===== config.mk =====
export PLATFORM = sky130hd
export DESIGN_NAME = mem_port_arbiter_flat
export DESIGN_NICKNAME = d
export VERILOG_FILES = /design/src/rtl/mem_port_arbiter_if.sv /design/src/rtl/mem_port_arbiter.sv /design/src/flat_wrapper.sv
export SDC_FILE = /design/constraint.sdc
export NUM_CORES = 1
export LEC_CHECK = 0
export BUFFER_PORTS_ARGS = -buffer_cell sky130_fd_sc_hd__buf_2
export CORE_AREA = 2 2 103 105
export DETAILED_ROUTE_END_ITERATION = 10
export DIE_AREA = 0 0 105 107
export PLACE_DENSITY_LB_ADDON = 0.3
export SYNTH_ARGS = -nofsm -noshare
export SYNTH_HDL_FRONTEND = slang
export SYNTH_SLANG_ARGS = --single-unit

===== constraint.sdc =====
create_clock -name clk -period 1.3 [get_ports clk]
set_clock_uncertainty 0.05 [all_clocks]
set_input_delay 0 -clock clk [delete_from_list [all_inputs] [get_ports clk]]
set_output_delay 0 -clock clk [all_outputs]
set_load 0.03 [all_outputs]

===== src/rtl/mem_port_arbiter_if.sv =====
// Requester, bus and error signals between the memory port arbiter and its environment.
// Latency: none, wiring only.
// Backpressure: requests are held by their owners until the matching ready pulse.
interface mem_port_arbiter_if #(
    parameter int ADDR_WIDTH = 32,
    parameter int DATA_WIDTH = 32
);
    // instruction fetch side
    logic                  if_req;
    logic [ADDR_WIDTH-1:0] if_addr;
    logic [DATA_WIDTH-1:0] if_rdata;
    logic                  if_ready;
    // data access side
    logic                  dm_rd_en;
    logic                  dm_wr_en;
    logic [ADDR_WIDTH-1:0] dm_addr;
    logic [DATA_WIDTH-1:0] dm_wdata;
    logic [DATA_WIDTH-1:0] dm_rdata;
    logic                  dm_ready;
    logic                  stall;
    // external memory bus
    logic                  bus_req;
    logic                  bus_we;
    logic [ADDR_WIDTH-1:0] bus_addr;
    logic [DATA_WIDTH-1:0] bus_wdata;
    logic [DATA_WIDTH-1:0] bus_rdata;
    logic                  bus_ack;
    // error reporting
    logic                  err_clr;
    logic                  bus_error;

    // arbiter side: it masters the external bus
    modport master (
        input  if_req, if_addr, dm_rd_en, dm_wr_en, dm_addr, dm_wdata,
               bus_rdata, bus_ack, err_clr,
        output if_rdata, if_ready, dm_rdata, dm_ready, stall,
               bus_req, bus_we, bus_addr, bus_wdata, bus_error
    );

    // environment side: requesters and memory
    modport slave (
        output if_req, if_addr, dm_rd_en, dm_wr_en, dm_addr, dm_wdata,
               bus_rdata, bus_ack, err_clr,
        input  if_rdata, if_ready, dm_rdata, dm_ready, stall,
               bus_req, bus_we, bus_addr, bus_wdata, bus_error
    );
endinterface


===== src/rtl/mem_port_arbiter.sv =====
// Shares one memory port between fetch and data accesses, with starvation bound and timeout abort.
// Latency: grant edge after request, bus_req next cycle, ready combinational in the ack cycle (min 2 cycles).
// Backpressure: requesters hold until ready; data requests raise stall until dm_ready.
module mem_port_arbiter #(
    parameter int ADDR_WIDTH   = 32,
    parameter int DATA_WIDTH   = 32,
    parameter int MAX_WAIT     = 16,
    parameter int STARVE_LIMIT = 4
) (
    input  logic                clk,
    input  logic                rst_n,
    mem_port_arbiter_if.master  p
);
    localparam logic [1:0] IDLE   = 2'd0;
    localparam logic [1:0] IF_ACC = 2'd1;
    localparam logic [1:0] DM_ACC = 2'd2;

    localparam int WW = (MAX_WAIT > 2) ? $clog2(MAX_WAIT) : 1;
    localparam int SW = $clog2(STARVE_LIMIT + 1);
    localparam logic [WW-1:0] WAIT_LAST = WW'(MAX_WAIT - 1);
    localparam logic [SW-1:0] STARVE_MAX = SW'(STARVE_LIMIT);

    logic [1:0]    state;
    logic [WW-1:0] wait_cnt;
    logic [SW-1:0] starve_cnt;

    logic dm_req;
    logic dm_grant;
    logic if_grant;
    logic in_acc;
    logic timeout;
    logic done;

    assign dm_req   = p.dm_rd_en | p.dm_wr_en;
    // DM is preferred until fetch has lost STARVE_LIMIT times in a row
    assign dm_grant = (state == IDLE) & dm_req & (~p.if_req | (starve_cnt < STARVE_MAX));
    assign if_grant = (state == IDLE) & p.if_req & ~dm_grant;
    assign in_acc   = (state != IDLE);
    assign timeout  = in_acc & ~p.bus_ack & (wait_cnt == WAIT_LAST);
    assign done     = in_acc & (p.bus_ack | timeout);

    // ready and data go only to the owner of the current bus cycle; aborted cycles return zero
    assign p.if_ready = (state == IF_ACC) & done;
    assign p.dm_ready = (state == DM_ACC) & done;
    assign p.if_rdata = ((state == IF_ACC) && p.bus_ack) ? p.bus_rdata : '0;
    assign p.dm_rdata = ((state == DM_ACC) && p.bus_ack) ? p.bus_rdata : '0;
    assign p.stall    = dm_req & ~p.dm_ready;

    // arbitration, grant latching and bus cycle tracking
    always_ff @(posedge clk or negedge rst_n) begin
        if (!rst_n) begin
            state       <= IDLE;
            p.bus_req   <= 1'b0;
            p.bus_we    <= 1'b0;
            p.bus_addr  <= '0;
            p.bus_wdata <= '0;
            wait_cnt    <= '0;
            starve_cnt  <= '0;
        end else if (state == IDLE) begin
            wait_cnt <= '0;
            if (dm_grant) begin
                state       <= DM_ACC;
                p.bus_req   <= 1'b1;
                p.bus_we    <= p.dm_wr_en;
                p.bus_addr  <= p.dm_addr;
                p.bus_wdata <= p.dm_wdata;
                if (p.if_req) begin
                    starve_cnt <= starve_cnt + 1'b1;
                end
            end else if (if_grant) begin
                state       <= IF_ACC;
                p.bus_req   <= 1'b1;
                p.bus_we    <= 1'b0;
                p.bus_addr  <= p.if_addr;
                p.bus_wdata <= '0;
                starve_cnt  <= '0;
            end
        end else if (done) begin
            state     <= IDLE;
            p.bus_req <= 1'b0;
            p.bus_we  <= 1'b0;
            wait_cnt  <= '0;
        end else begin
            wait_cnt <= wait_cnt + 1'b1;
        end
    end

    // sticky timeout flag; a new timeout beats a simultaneous clear
    always_ff @(posedge clk or negedge rst_n) begin
        if (!rst_n) begin
            p.bus_error <= 1'b0;
        end else if (timeout) begin
            p.bus_error <= 1'b1;
        end else if (p.err_clr) begin
            p.bus_error <= 1'b0;
        end
    end
endmodule


===== src/flat_wrapper.sv =====
// flat-port wrapper written by rule: the top's interface ports become plain ports
module mem_port_arbiter_flat 
#(
    parameter int ADDR_WIDTH   = 32,
    parameter int DATA_WIDTH   = 32,
    parameter int MAX_WAIT     = 16,
    parameter int STARVE_LIMIT = 4
)
  (clk, rst_n, p_if_req, p_if_addr, p_dm_rd_en, p_dm_wr_en, p_dm_addr, p_dm_wdata, p_bus_rdata, p_bus_ack, p_err_clr, p_if_rdata, p_if_ready, p_dm_rdata, p_dm_ready, p_stall, p_bus_req, p_bus_we, p_bus_addr, p_bus_wdata, p_bus_error);
  mem_port_arbiter_if #(.ADDR_WIDTH(ADDR_WIDTH), .DATA_WIDTH(DATA_WIDTH)) p_i ();
  input  logic clk;
  input  logic rst_n;
  input wire logic [$bits(p_i.if_req)-1:0] p_if_req;
  input wire logic [$bits(p_i.if_addr)-1:0] p_if_addr;
  input wire logic [$bits(p_i.dm_rd_en)-1:0] p_dm_rd_en;
  input wire logic [$bits(p_i.dm_wr_en)-1:0] p_dm_wr_en;
  input wire logic [$bits(p_i.dm_addr)-1:0] p_dm_addr;
  input wire logic [$bits(p_i.dm_wdata)-1:0] p_dm_wdata;
  input wire logic [$bits(p_i.bus_rdata)-1:0] p_bus_rdata;
  input wire logic [$bits(p_i.bus_ack)-1:0] p_bus_ack;
  input wire logic [$bits(p_i.err_clr)-1:0] p_err_clr;
  output wire logic [$bits(p_i.if_rdata)-1:0] p_if_rdata;
  output wire logic [$bits(p_i.if_ready)-1:0] p_if_ready;
  output wire logic [$bits(p_i.dm_rdata)-1:0] p_dm_rdata;
  output wire logic [$bits(p_i.dm_ready)-1:0] p_dm_ready;
  output wire logic [$bits(p_i.stall)-1:0] p_stall;
  output wire logic [$bits(p_i.bus_req)-1:0] p_bus_req;
  output wire logic [$bits(p_i.bus_we)-1:0] p_bus_we;
  output wire logic [$bits(p_i.bus_addr)-1:0] p_bus_addr;
  output wire logic [$bits(p_i.bus_wdata)-1:0] p_bus_wdata;
  output wire logic [$bits(p_i.bus_error)-1:0] p_bus_error;
  assign p_i.if_req = p_if_req;
  assign p_i.if_addr = p_if_addr;
  assign p_i.dm_rd_en = p_dm_rd_en;
  assign p_i.dm_wr_en = p_dm_wr_en;
  assign p_i.dm_addr = p_dm_addr;
  assign p_i.dm_wdata = p_dm_wdata;
  assign p_i.bus_rdata = p_bus_rdata;
  assign p_i.bus_ack = p_bus_ack;
  assign p_i.err_clr = p_err_clr;
  assign p_if_rdata = p_i.if_rdata;
  assign p_if_ready = p_i.if_ready;
  assign p_dm_rdata = p_i.dm_rdata;
  assign p_dm_ready = p_i.dm_ready;
  assign p_stall = p_i.stall;
  assign p_bus_req = p_i.bus_req;
  assign p_bus_we = p_i.bus_we;
  assign p_bus_addr = p_i.bus_addr;
  assign p_bus_wdata = p_i.bus_wdata;
  assign p_bus_error = p_i.bus_error;
  mem_port_arbiter #(.ADDR_WIDTH(ADDR_WIDTH), .DATA_WIDTH(DATA_WIDTH), .MAX_WAIT(MAX_WAIT), .STARVE_LIMIT(STARVE_LIMIT)) u_core (.clk(clk), .rst_n(rst_n), .p(p_i));
endmodule

==> Word-level counts from Yosys, hierarchy flattened <==
Index checks and enable logic that the tools add are counted.
{ "totals": {"register_bits": 76, "inputBits": 135, "output_inout_bits": 134} }
{ "classes": {"n_addsub": 2, "magnitude_cmp": 1, "eq_ne": 5, "n_mux": 24, "n_bitwise": 17, "reduce_logical": 10} }
{ "ops": {"columns": ["op", "n"], "rows": [
  ["$mux W32", 6],
  ["$and A1 B1 Y1", 10],
  ["$mux W1", 9],
  ["$mux W3", 3],
  ["$mux W2", 4],
  ["$mux W4", 2],
  ["$reduce_bool A2 Y1", 4],
  ["$add A4 B1 Y4 const B", 1],
  ["$eq A4 B4 Y1 const B", 1],
  ["$not A1 Y1", 4],
  ["$reduce_and A2 Y1", 2],
  ["$add A3 B1 Y3 const B", 1],
  ["$lt A3 B3 Y1 const B", 1],
  ["$ne A3 B1 Y1 const B", 1],
  ["$or A1 B1 Y1", 3],
  ["$reduce_and A3 Y1", 1],
  ["$eq A2 B1 Y1 const B", 1],
  ["$eq A2 B2 Y1 const B", 1],
  ["$logic_and A1 B1 Y1", 2],
  ["$logic_not A2 Y1", 1],
  ["$ne A2 B2 Y1 const B", 1]
]} }

==> Logic depth before layout (Yosys ltp) <==
Gate-level depths: netlist (run 1).
{ "depth": {"ltp_word": 8, "mapped_depth": 6, "mapped_depth_nobuf": 4} }

==> Worst setup path after synthesis (run 1) <==
No wires, ideal clock.
{ "synth_path": {"kind": "register to output", "from": "reg u_core.wait_cnt[0]", "to": "out p_stall", "arrival_time_ns": 1.850, "t_required_ns": 1.250, "slack_ns": -0.600, "stages_incl_launch_ff": 5, "path_cell_list": "dfrtp_1 ha_1 a31oi_1 nor3b_1 nor2_1"} }
{ "synth_between": {"elab_chain_len": 7} }
{ "synth_rtl": {"columns": ["item", "line", "source"], "rows": [
  ["from (decl)", "mem_port_arbiter.sv:24", "logic [WW-1:0] wait_cnt;"],
  ["from (signal assigned)", "mem_port_arbiter.sv:84", "wait_cnt <= wait_cnt + 1'b1;"],
  ["$eq A4 B4 Y1", "mem_port_arbiter.sv:39", "assign timeout = in_acc & ~p.bus_ack & (wait_cnt == WAIT_LAST);"],
  ["$and A1 B1 Y1", "mem_port_arbiter.sv:39", null],
  ["$or A1 B1 Y1", "mem_port_arbiter.sv:40", "assign done = in_acc & (p.bus_ack | timeout);"],
  ["$and A1 B1 Y1", "mem_port_arbiter.sv:40", null],
  ["$and A1 B1 Y1", "mem_port_arbiter.sv:44", "assign p.dm_ready = (state == DM_ACC) & done;"],
  ["via p_dm_ready", "flat_wrapper.sv:25", "output wire logic [$bits(p_i.dm_ready)-1:0] p_dm_ready;"],
  ["$not A1 Y1", "mem_port_arbiter.sv:47", "assign p.stall = dm_req & ~p.dm_ready;"],
  ["$and A1 B1 Y1", "mem_port_arbiter.sv:47", null],
  ["to (decl)", "flat_wrapper.sv:26", "output wire logic [$bits(p_i.stall)-1:0] p_stall;"]
]} }
The timed path passes the listed nets, and every way through them passes these cells.

==> Worst setup path after layout (run 1) <==
{ "layout_path": {"from": "reg u_core.state[1]", "to": "reg u_core.p.bus_addr[24] in the netlist's numbering"} }
{ "layout_between": {"elab_chain_len": 7, "elab_cells_between_ends": 9} }
{ "layout_rtl": {"columns": ["item", "line", "source"], "rows": [
  ["from (decl)", "mem_port_arbiter.sv:23", "logic [1:0] state;"],
  ["from (signal assigned)", "mem_port_arbiter.sv:52", "state <= IDLE;"],
  ["from (signal assigned)", "mem_port_arbiter.sv:62", "state <= DM_ACC;"],
  ["from (signal assigned)", "mem_port_arbiter.sv:71", "state <= IF_ACC;"],
  ["$logic_not A2 Y1 *", "mem_port_arbiter.sv:36, mem_port_arbiter.sv:37, mem_port_arbiter.sv:59", null],
  ["$and A1 B1 Y1 (2 in a row)", "mem_port_arbiter.sv:36", "assign dm_grant = (state == IDLE) & dm_req & (~p.if_req | (starve_cnt < STARVE_MAX));"],
  ["$not A1 Y1", "mem_port_arbiter.sv:37", "assign if_grant = (state == IDLE) & p.if_req & ~dm_grant;"],
  ["$and A1 B1 Y1", "mem_port_arbiter.sv:37", null],
  ["$reduce_bool A2 Y1 (no line)", null, null],
  ["$reduce_and A2 Y1 (no line)", null, null],
  ["to (signal assigned)", "mem_port_arbiter.sv:65", "p.bus_addr <= p.dm_addr;"],
  ["to (signal assigned)", "mem_port_arbiter.sv:74", "p.bus_addr <= p.if_addr;"],
  ["to (decl)", "mem_port_arbiter_if.sv:37", "bus_req, bus_we, bus_addr, bus_wdata, bus_error"]
]} }
Mark *: on every way between the ends. The rest lies on a longest branch, timed or not.
A chain may end at the register's enable or synchronous reset.

==> results of run 1 <==
sequential cells by signal (all words and copies together), names as in the netlist:
signal,cells
u_core.p.bus_addr,32
u_core.p.bus_error,1
u_core.p.bus_req,1
u_core.p.bus_wdata,32
u_core.p.bus_we,1
u_core.starve_cnt,3
u_core.state,2
u_core.wait_cnt,4
repair_timing:
item                                    in CTS  in global routing
hold buffers                               101                  0
buffers inserted                             4                  5
cloned                                       4                  2
pin swaps                                    7                 11
endpoints found under the setup margin     142                158
endpoints found under the hold margin      145                  0
resized for setup                          143                 35
report_power, final:
part	internal, mW	total [mW]	switching [mW]
logic	3.76	8.78	5.02
registers	3.43	4.11	0.687
clock network	0.721	1.70	0.983
stage by stage:
stage | hold slack, ns | utilization, %
after detailed placement | -0.167 | 52.2
after global routing | 0.00989 | 71.8
after global placement | -0.168 | 52.2
final | -0.00565 | 71.8
after floorplan | -0.346 | -
after CTS | 0.00289 | 69.8
worst max-delay path, stage by stage, from the launching register on:
cell and delay, ns:
dfrtp_2 0.44, buf_6 0.12, or3b_4 0.42, a21oi_4 0.20
buf_12 0.16, buf_12 0.12, a221o_1 0.15
cells by family (layout without fill, tap and decap cells):
group                    count (synthesis)  count (layout)  share of synthesized area, %
flip-flops                              76              76                          53.2
AO/OA/AOI/OAI                           76              76                          19.6
buffers and inverters                   30             431                          4.94
AND/OR/NAND/NOR                        121             121                          21.0
adder cells (fa/ha/maj)                  2               2                         0.700
XOR/XNOR                                 2               2                         0.490
cell usage in the layout (no fill, tap or decap), drive strengths merged, types with 2 or more instances in the layout:
master       count
a22o            34
nor2             7
and3b            2
dfrtp           76
nand2            3
clkinv           2
o21ai            4
a221o           33
nor3b            2
ha               2
a21o             2
buf            310
inv              7
dlygate4sd3    100
and3            34
or3              2
clkbuf          11
and2            66
synthesized netlist by cell type, drive strengths merged:
| library cell | number | area [µm²] |
|---|---|---|
| and3b | 2 | 17.5 |
| o21ai | 4 | 23.8 |
| a211oi | 1 | 12.5 |
| and4b | 1 | 11.3 |
| xnor2 | 1 | 8.76 |
| dfrtp | 76 | 1900 |
| a21oi | 1 | 16.3 |
| a221o | 33 | 330 |
| or2 | 1 | 6.26 |
| nand2 | 3 | 11.3 |
| a21o | 2 | 15.0 |
| xor2 | 1 | 8.76 |
| and3 | 34 | 214 |
| nand3 | 1 | 5.00 |
| inv | 3 | 11.3 |
| a31oi | 1 | 6.26 |
| or3b | 1 | 11.3 |
| nor2 | 7 | 28.8 |
| buf | 15 | 120 |
| nor3b | 2 | 15.0 |
| clkbuf | 12 | 45.0 |
| ha | 2 | 25.0 |
| nor3 | 1 | 5.00 |
| a22o | 34 | 298 |
| and2 | 66 | 413 |
| or3 | 2 | 12.5 |
layout make-up:
| cell class | count | area, µm² |
|---|---|---|
| clock buffers | 9 | 124 |
| multi-input cells | 201 | 1620 |
| clock inverters | 7 | 55.1 |
| inverters | 3 | 11.3 |
| fillers | 730 | 2850 |
| flip-flops and latches | 76 | 1900 |
| well taps | 136 | 170 |
| repair buffers | 412 | 3360 |
layer usage:
layer | up-vias | wire length (µm) | GRT usage (%) | part of all wire [%]
met3 | 49 | 914 | 5.41 | 5.8
met1 | 2091 | 5780 | 29.2 | 36
met2 | 234 | 8650 | 51.9 | 54
met5 | - | 0 | 0 | 0
li1 | 1924 | - | - | -
met4 | 0 | 549 | 13.2 | 3.5
worst max path at each step:
stage,end,slack (ns),depth (start not counted)
floorplan,u_core.p.bus_addr[22]$_DFFE_PN0P_,-0.19,4
global placement,u_core.p.bus_wdata[3]$_DFFE_PN0P_,-0.17,5
detailed placement,u_core.p.bus_addr[5]$_DFFE_PN0P_,-0.21,5
CTS,p_dm_rdata[27],-0.46,5
global route,u_core.p.bus_addr[16]$_DFFE_PN0P_,-0.47,6
finish,u_core.p.bus_addr[24]$_DFFE_PN0P_,-0.42,6
==> impl_metrics.env, run 1 <==
export IMPL_wl_um=15900
export IMPL_netlist_area_mm2=0.00357
export IMPL_critPathLaunchType="flip-flop"
export IMPL_rrSetupSlack_ns=-0.42
export IMPL_worstPathArrival_ns=1.96
export IMPL_fin_setup_tns_ns=-49.60
export IMPL_die_h_um=107
export IMPL_worst_setup_path_end_kind="flip-flop"
export IMPL_period_needed_ns=1.72
export IMPL_wl_per_cell_um=18.8
export IMPL_status="finished, violations left"
export IMPL_num_io_pins=269
export IMPL_core_mm2=0.0101
export IMPL_ys_types=32
export IMPL_grt_pass1_vias=4597
export IMPL_place_area_mm2=0.00527
export IMPL_grt_pass1_wl_um=24200
export IMPL_clock_path_buffers=2
export IMPL_maxCapViolCount=0
export IMPL_syn_nets=444
export IMPL_ys_seq_elements=76
export IMPL_vias=4298
export IMPL_finalSetupViolCount=141
export IMPL_port_buffers=268
export IMPL_holdWs_ns=-0.00565
export IMPL_area_delta_synth_final_pct=103
export IMPL_netlist_instances=307
export IMPL_finalPower_mw=14.6
export IMPL_leakagePower_nw=3.76
export IMPL_fin_nets=840
export IMPL_timing_fmax_mhz=581
export IMPL_reg2reg_depth=6
export IMPL_drv_slew=0
export IMPL_globalRouteOverflowTotal=0
export IMPL_required_ns=1.54
export IMPL_violations="hold timing, setup timing"
export IMPL_ant_nets=0
export IMPL_crit_fanout=6
export IMPL_place_congestion=0.786
export IMPL_start_util_pct=35.4
export IMPL_grt_max_degree=46
export IMPL_via_per_inst=5.09
export IMPL_clk_latency_ns=0.35
export IMPL_die_width_um=105
export IMPL_critPathKind="reg -> reg"
export IMPL_antenna_found_initial=0
export IMPL_cts_tree="yes"
export IMPL_path_clk_slew_ns=0.10
export IMPL_rsz0062_at_grt="true"
export IMPL_worst_slack_ns=-0.420
export IMPL_placed_cells_incl_taps=713
export IMPL_hold_path_class="in -> async"
export IMPL_p_per_area_mw_per_mm2=2010
export IMPL_drtPass1Iterations=4
export IMPL_drt_iter0_markers=243
export IMPL_design_area_mm2=0.00724
export IMPL_seq_area_frac_synth_pct=53.2
export IMPL_synth_area_per_cell_um2=11.6
export IMPL_pre_cts_ws_ns=-0.206
export IMPL_fp_dieArea_mm2=0.0112
export IMPL_hpwl_um=8840
export IMPL_route_detailed_drc=0
export IMPL_r2r_end="u_core.p.bus_addr[24]$_DFFE_PN0P_"
export IMPL_r2r_start="u_core.state[1]$_DFFE_PN0P_"
export IMPL_hold_violations=3
export IMPL_crit_start="u_core.state[1]$_DFFE_PN0P_"
export IMPL_yosysWarningCount=0
export IMPL_period_share_pct=132
export IMPL_grtUsageTotal_pct=27.5
export IMPL_relSlewSlack_pct=74.2
export IMPL_peakVddDrop_mv=1.12
export IMPL_cts_num_sinks=76
export IMPL_fin_cells=844
export IMPL_cts_buffers=9
export IMPL_tightest_slew_ns=0.385
export IMPL_diodes=0
export IMPL_h_tree_depth=3
export IMPL_rows=37
export IMPL_cts_root_buffer="clkbuf_8"
export IMPL_drive_gt1_share_pct=51.4
(Power assumes the default switching activity.)
==> run 2, diff against run 1 <==
--- a/config.mk
+++ b/config.mk
@@ -5,10 +5,10 @@
 export SDC_FILE = /design/constraint.sdc
 export NUM_CORES = 1
 export LEC_CHECK = 0
-export BUFFER_PORTS_ARGS = -buffer_cell sky130_fd_sc_hd__buf_2
-export CORE_AREA = 2 2 103 105
+export CORE_AREA = 2 2 104 106
 export DETAILED_ROUTE_END_ITERATION = 10
-export DIE_AREA = 0 0 105 107
+export DIE_AREA = 0 0 106 108
+export DONT_BUFFER_PORTS = 1
 export PLACE_DENSITY_LB_ADDON = 0.3
 export SYNTH_ARGS = -nofsm -noshare
 export SYNTH_HDL_FRONTEND = slang
==> run 2 against run 1 <==
- the run still ends with hold timing, setup timing left
- register-to-register slack improved by 0.03 ns
- routed wire length decreased by 10%
- total power increased by 2.6%
- non-clock buffer count decreased by 161
- global-route usage decreased by 4.5 points
- core utilization decreased by 6.0 points
- design area decreased by 7.2%
- clock power increased by 4%
- count of clock-buffer cells in the layout unchanged
- highest routed layer unchanged
==> impl_metrics.env, run 2 (same netlist as run 1, synthesis figures left out) <==
export IMPL_layout_common_cells="dlygate4sd3_1 (100), buf_6 (79), dfrtp_1 (74)"
export IMPL_die_width_um=106
export IMPL_cts_tree="yes"
export IMPL_p_comb_share_pct=53.8
export IMPL_wl_um=14300
export IMPL_net_switching_power_mw=6.74
export IMPL_leakagePower_nw=3.19
export IMPL_critPathKind="reg -> out"
export IMPL_finalSetupViolCount=142
export IMPL_timing_fmax_mhz=580
export IMPL_max_stage_delay_ns=0.43
export IMPL_grt_pass1_wl_um=20200
export IMPL_cts_buffers=9
export IMPL_status="finished, violations left"
export IMPL_cts_hold_fix_buffers=100
export IMPL_cp_common_cell="buf_6"
export IMPL_path_cells="buf_6, and3b_2, buf_12, and2_1, buf_6"
export IMPL_hold_violations=76
export IMPL_port_buffers=0
export IMPL_num_io_pins=269
export IMPL_final_common_cell="dlygate4sd3_1"
export IMPL_finalPower_mw=15.0
export IMPL_p_seq_share_pct=34.4
export IMPL_ant_nets=0
export IMPL_start_util_pct=34.9
export IMPL_diodes=0
export IMPL_area_delta_synth_final_pct=88.2
export IMPL_cts_root_buffer="clkbuf_8"
export IMPL_reg_largest_list="u_core.p.bus_addr: 32 flops, u_core.p.bus_wdata: 32 flops, u_core.wait_cnt: 4 flops"
export IMPL_tightest_slew_ns=0.357
export IMPL_clockPowerShare_pct=11.8
export IMPL_hpwl_um=7850
export IMPL_holdWs_ns=-0.728
export IMPL_globalRouteOverflowTotal=0
export IMPL_grt_max_degree=77
export IMPL_worst_path_buf_inv=3
export IMPL_fp_dieArea_mm2=0.0114
export IMPL_intPower_mw=8.24
export IMPL_nFillCells=731
export IMPL_vias=3626
export IMPL_drt_iter0_markers=227
export IMPL_peakVddDrop_mv=1.20
export IMPL_fin_nets=679
export IMPL_die_h_um=108
export IMPL_critPathSlowestCell="dfrtp_2"
export IMPL_drv_slew=0
export IMPL_period_share_pct=133
export IMPL_place_congestion=0.801
export IMPL_critPathLaunchType="flip-flop"
export IMPL_cts_num_sinks=76
export IMPL_drtPass1Iterations=4
export IMPL_rsz0062_at_grt="true"
export IMPL_multi_input_area_mm2=0.00169
export IMPL_hold_path_class="in -> async"
export IMPL_core_mm2=0.0102
export IMPL_route_detailed_drc=0
export IMPL_p_per_area_mw_per_mm2=2230
export IMPL_clk_latency_ns=0.35
export IMPL_grtUsageTotal_pct=23.0
export IMPL_relSlewSlack_pct=76.2
export IMPL_required_ns=1.25
export IMPL_via_per_inst=5.31
export IMPL_violations="hold timing, setup timing"
export IMPL_h_tree_depth=3
export IMPL_grt_pass1_vias=3712
export IMPL_rows=37
export IMPL_regArea_mm2=0.00190
export IMPL_period_needed_ns=1.72
export IMPL_drive_gt1_share_pct=40.4
export IMPL_maxCapViolCount=0
export IMPL_worst_slack_ns=-0.424
export IMPL_swShare_pct=45.0
export IMPL_antenna_found_initial=0
export IMPL_worstPathArrival_ns=1.67
export IMPL_clock_path_buffers=2
export IMPL_path_clk_slew_ns=0.10
export IMPL_utilization_pct=65.7
export IMPL_wl_per_cell_um=20.9
export IMPL_crit_fanout=16
export IMPL_worst_setup_path_end_kind="output pin"
export IMPL_critical_path_top_delay_family="simple AND/OR/NAND/NOR gates"
## run 2: power by group through the flow
| stage | Sequential (mW) | Combinational [mW] | Clock, mW |
|---|---|---|---|
| 2_1_floorplan | 6.00 | 2.93 | 0 |
| 3_3_place_gp | 5.11 | 5.90 | 0 |
| 3_5_place_dp | 5.08 | 6.08 | 0 |
| 4_1_cts | 5.08 | 7.32 | 1.83 |
| 5_1_grt | 5.24 | 8.44 | 1.93 |
| 6_report | 5.15 | 8.05 | 1.77 |
## run 2: layer usage
metal  part of all wire (%)  up-vias  track usage (%)
met5                      0        -                0
met4                    2.3        0             8.93
met3                    6.3       30             5.06
met2                     53      201             40.9
met1                     39     1791             27.2
li1                       -     1604                -
## run 2: stage by stage
stage | area [µm²] | hold WS [ns] | setup WS (ns) | setup TNS [ns] | cells
after floorplan | 3620 | -0.346 | -0.187 | -8.55 | 307
after global placement | 4670 | -0.344 | -0.178 | -11.39 | 538
after detailed placement | 4670 | -0.344 | -0.210 | -14.35 | 538
after CTS | 6420 | -0.749 | -0.423 | -49.26 | 670
after global routing | 6730 | -0.764 | -0.481 | -57.84 | 683
final | 6730 | -0.728 | -0.424 | -50.10 | 683
## run 2: final timing paths
check                                                endpoint  cells past startpoint                        startpoint  slack [ns]
min reg2reg                  u_core.starve_cnt[0]$_DFFE_PN0P_                      1  u_core.starve_cnt[0]$_DFFE_PN0P_        0.43
max reg2reg                 u_core.p.bus_addr[23]$_DFFE_PN0P_                      6       u_core.state[0]$_DFFE_PN0P_       -0.39
min                        u_core.p.bus_wdata[14]$_DFFE_PN0P_                      0                             rst_n       -0.73
max in group asynchronous   u_core.p.bus_addr[19]$_DFFE_PN0P_                      0                             rst_n        1.80
min in group clk                 u_core.p.bus_req$_DFFE_PN0P_                      5                         p_bus_ack        0.05
max                                            p_if_rdata[13]                      5       u_core.state[1]$_DFFE_PN0P_       -0.42
## run 2: worst register-to-register path: cells and delay by family (launching register included)
family | cells | cell delay (ns)
simple gates | 1 | 0.42
flops | 1 | 0.43
compound gates | 2 | 0.34
buf+inv | 3 | 0.39
## run 2: repair_timing
item | CTS | global route
gates resized for setup | 83 | 54
buffers inserted | 9 | 11
pin swaps | 10 | 35
gates cloned | 7 | 5
endpoints found under the setup margin | 141 | 143
hold endpoints to repair | 148 | 76
## run 2: area by class of cell
type                            count  share of cell area (%)
Multi-Input combinational cell    201                    25.2
Sequential cell                    76                    28.3
Clock buffer                        9                    1.84
Inverter                            3                   0.167
Clock inverter                      7                    1.00
Timing Repair Buffer              251                    40.9
Tap cell                          136                    2.53
==> run 3, diff against run 2 <==
==> constraint.sdc (replaced) <==
create_clock -name clk -period 1.3 [get_ports clk]
set_clock_uncertainty 0.05 [all_clocks]
set_input_delay 0.065 -clock clk [delete_from_list [all_inputs] [get_ports clk]]
set_output_delay 0.065 -clock clk [all_outputs]
set_load 0.03 [all_outputs]
==> run 3 against run 2 <==
- the run still ends with hold timing, setup timing left
- global-route usage is 0.36 points lower
- via count is 5.4% lower
- design area is 8.7% lower
- core utilization is 5.7 points lower
- clock power is 19% higher
- total power is 1.9% lower
- highest routed layer unchanged
==> impl_metrics.env, run 3 (same netlist as run 1, synthesis figures left out) <==
export IMPL_period_needed_ns=1.78
export IMPL_layout_common_cells="dlygate4sd3_1 (99), dfrtp_1 (74), and2_4 (66)"
export IMPL_timing_fmax_mhz=562
export IMPL_routedLengthMet1_um=4840
export IMPL_placed_cells_incl_taps=479
export IMPL_path_cells="buf_6, and3b_2, buf_6, buf_16, and2_4"
export IMPL_drt_iter0_markers=208
export IMPL_place_area_mm2=0.00428
export IMPL_critPathKind="reg -> out"
export IMPL_ant_nets=0
export IMPL_start_util_pct=34.9
export IMPL_drtPass1Iterations=4
export IMPL_hold_violations=81
export IMPL_wl_per_cell_um=22.4
export IMPL_grtUsageTotal_pct=22.6
export IMPL_drive_gt1_share_pct=40.6
export IMPL_r2r_end="u_core.p.bus_addr[8]$_DFFE_PN0P_"
export IMPL_utilization_pct=60.0
export IMPL_clockPowerShare_pct=14.4
export IMPL_worstPathArrival_ns=1.66
export IMPL_worst_setup_path_end_kind="output pin"
export IMPL_critical_path_top_delay_family="simple AND/OR/NAND/NOR gates"
export IMPL_max_stage_delay_ns=0.44
export IMPL_hold_path_class="in -> async"
export IMPL_design_area_mm2=0.00614
export IMPL_rrSetupSlack_ns=-0.44
export IMPL_clk_latency_ns=0.35
export IMPL_pre_cts_ws_ns=-0.200
export IMPL_critPathLaunchType="flip-flop"
export IMPL_cp_common_cell="buf_6"
export IMPL_rows=37
export IMPL_relSlewSlack_pct=75.5
export IMPL_violations="hold timing, setup timing"
export IMPL_crit_fanout=8
export IMPL_grt_max_degree=77
export IMPL_required_ns=1.19
export IMPL_fin_cells=624
export IMPL_wl_um=14000
export IMPL_worst_path_buf_inv=3
export IMPL_cts_num_sinks=76
export IMPL_via_per_inst=5.50
export IMPL_cts_root_buffer="clkbuf_8"
export IMPL_intPower_mw=8.22
export IMPL_worst_slack_ns=-0.480
export IMPL_diodes=0
export IMPL_place_congestion=0.710
export IMPL_maxUsedRoutingLayer="met4"
export IMPL_fin_nets=620
export IMPL_die_width_um=106
export IMPL_rsz0062_at_grt="true"
export IMPL_cts_buffers=9
export IMPL_h_tree_depth=3
export IMPL_area_delta_synth_final_pct=71.7
export IMPL_tightest_slew_ns=0.368
export IMPL_grt_pass1_vias=3629
export IMPL_net_switching_power_mw=6.48
export IMPL_peakVddDrop_mv=1.45
export IMPL_clock_path_buffers=2
export IMPL_globalRouteOverflowTotal=0
export IMPL_cts_tree="yes"
export IMPL_port_buffers=0
export IMPL_status="finished, violations left"
export IMPL_num_io_pins=269
export IMPL_finalSetupViolCount=143
export IMPL_wl_met3_um=936
export IMPL_swShare_pct=44.1
export IMPL_vias=3431
export IMPL_holdWs_ns=-0.649
export IMPL_wl_met2_um=7650
export IMPL_route_detailed_drc=0
export IMPL_final_common_cell="dlygate4sd3_1"
export IMPL_p_comb_share_pct=50.4
export IMPL_maxCapViolCount=0
export IMPL_path_clk_slew_ns=0.09
export IMPL_period_share_pct=137
export IMPL_core_mm2=0.0102
export IMPL_p_seq_share_pct=35.2
export IMPL_p_per_area_mw_per_mm2=2390
export IMPL_critPathSlowestCell="dfrtp_2"
export IMPL_reg_largest_list="u_core.p.bus_addr: 32 flops, u_core.p.bus_wdata: 32 flops, u_core.wait_cnt: 4 flops"
export IMPL_leakagePower_nw=2.91
export IMPL_die_h_um=108
export IMPL_drv_slew=0
export IMPL_grt_pass1_wl_um=19700
export IMPL_antenna_found_initial=0
export IMPL_hpwl_um=7810
export IMPL_fp_dieArea_mm2=0.0114
export IMPL_cts_hold_fix_buffers=99
export IMPL_r2r_start="u_core.state[0]$_DFFE_PN0P_"
export IMPL_reg2reg_depth=7
-- run 3: cell count changes in the layout (fill, tap and decap cells not counted), sizes merged --
cell / delta
buf: -59
bufinv: +2
clkbuf: +2
clkinvlp: -1
dlygate4sd3: -1
inv: -2
-- run 3: how the worst max path moves through the flow --
stage	startpoint	to	slack (ns)	depth (start not counted)
finish	u_core.state[1]$_DFFE_PN0P_	p_if_rdata[10]	-0.48	5
floorplan	u_core.wait_cnt[0]$_DFF_PN0_	p_stall	-0.23	4
CTS	u_core.state[0]$_DFFE_PN0P_	p_if_rdata[29]	-0.45	6
detailed placement	u_core.state[1]$_DFFE_PN0P_	u_core.p.bus_addr[12]$_DFFE_PN0P_	-0.20	4
global placement	u_core.state[1]$_DFFE_PN0P_	u_core.p.bus_addr[2]$_DFFE_PN0P_	-0.16	4
global route	u_core.state[0]$_DFFE_PN0P_	p_dm_rdata[31]	-0.54	5
-- run 3: layer usage --
metal	global-route usage [%]	up-vias
li1	-	1485
met1	23.7	1692
met2	42.6	222
met3	5.79	32
met4	10.5	0
met5	0	-
-- run 3: area by class of cell --
| type | count | area [µm²] |
|---|---|---|
| Clock buffer | 10 | 138 |
| Fill cell | 757 | 4090 |
| Inverter | 3 | 11.3 |
| Tap cell | 136 | 170 |
| Sequential cell | 76 | 1900 |
| Multi-Input combinational cell | 201 | 1770 |
| Timing Repair Buffer | 192 | 2050 |
| Clock inverter | 6 | 95.1 |
-- run 3: per-stage QoR --
stage / power (mW) / setup TNS [ns]
CTS: 14.1 / -50.48
floorplan: 9.03 / -8.60
global route: 15.3 / -62.25
finish: 14.7 / -55.46
detailed placement: 10.8 / -16.26
global placement: 10.7 / -13.93
-- run 3: power groups by stage --
stage	clock network [mW]	logic (mW)	registers, mW
after detailed placement	0	5.70	5.11
after global routing	2.27	7.80	5.27
after CTS	2.15	6.85	5.12
after global placement	0	5.55	5.15
after floorplan	0	3.04	6.00
final	2.11	7.41	5.17
-- run 3: worst register-to-register path: stages (launching register included) --
cell and delay, ns:
dfrtp_2 0.43, buf_6 0.12, buf_4 0.13, buf_6 0.11, nor2_4 0.13, o21ai_4 0.13, buf_12 0.19, a221o_1 0.33
-- run 3: repair_timing --
action	4_1_cts	5_1_grt
pin swaps	51	37
hold endpoints to repair	148	81
setup buffers	12	12
gates cloned	6	6
gates resized for setup	83	21
setup endpoints to repair	141	143
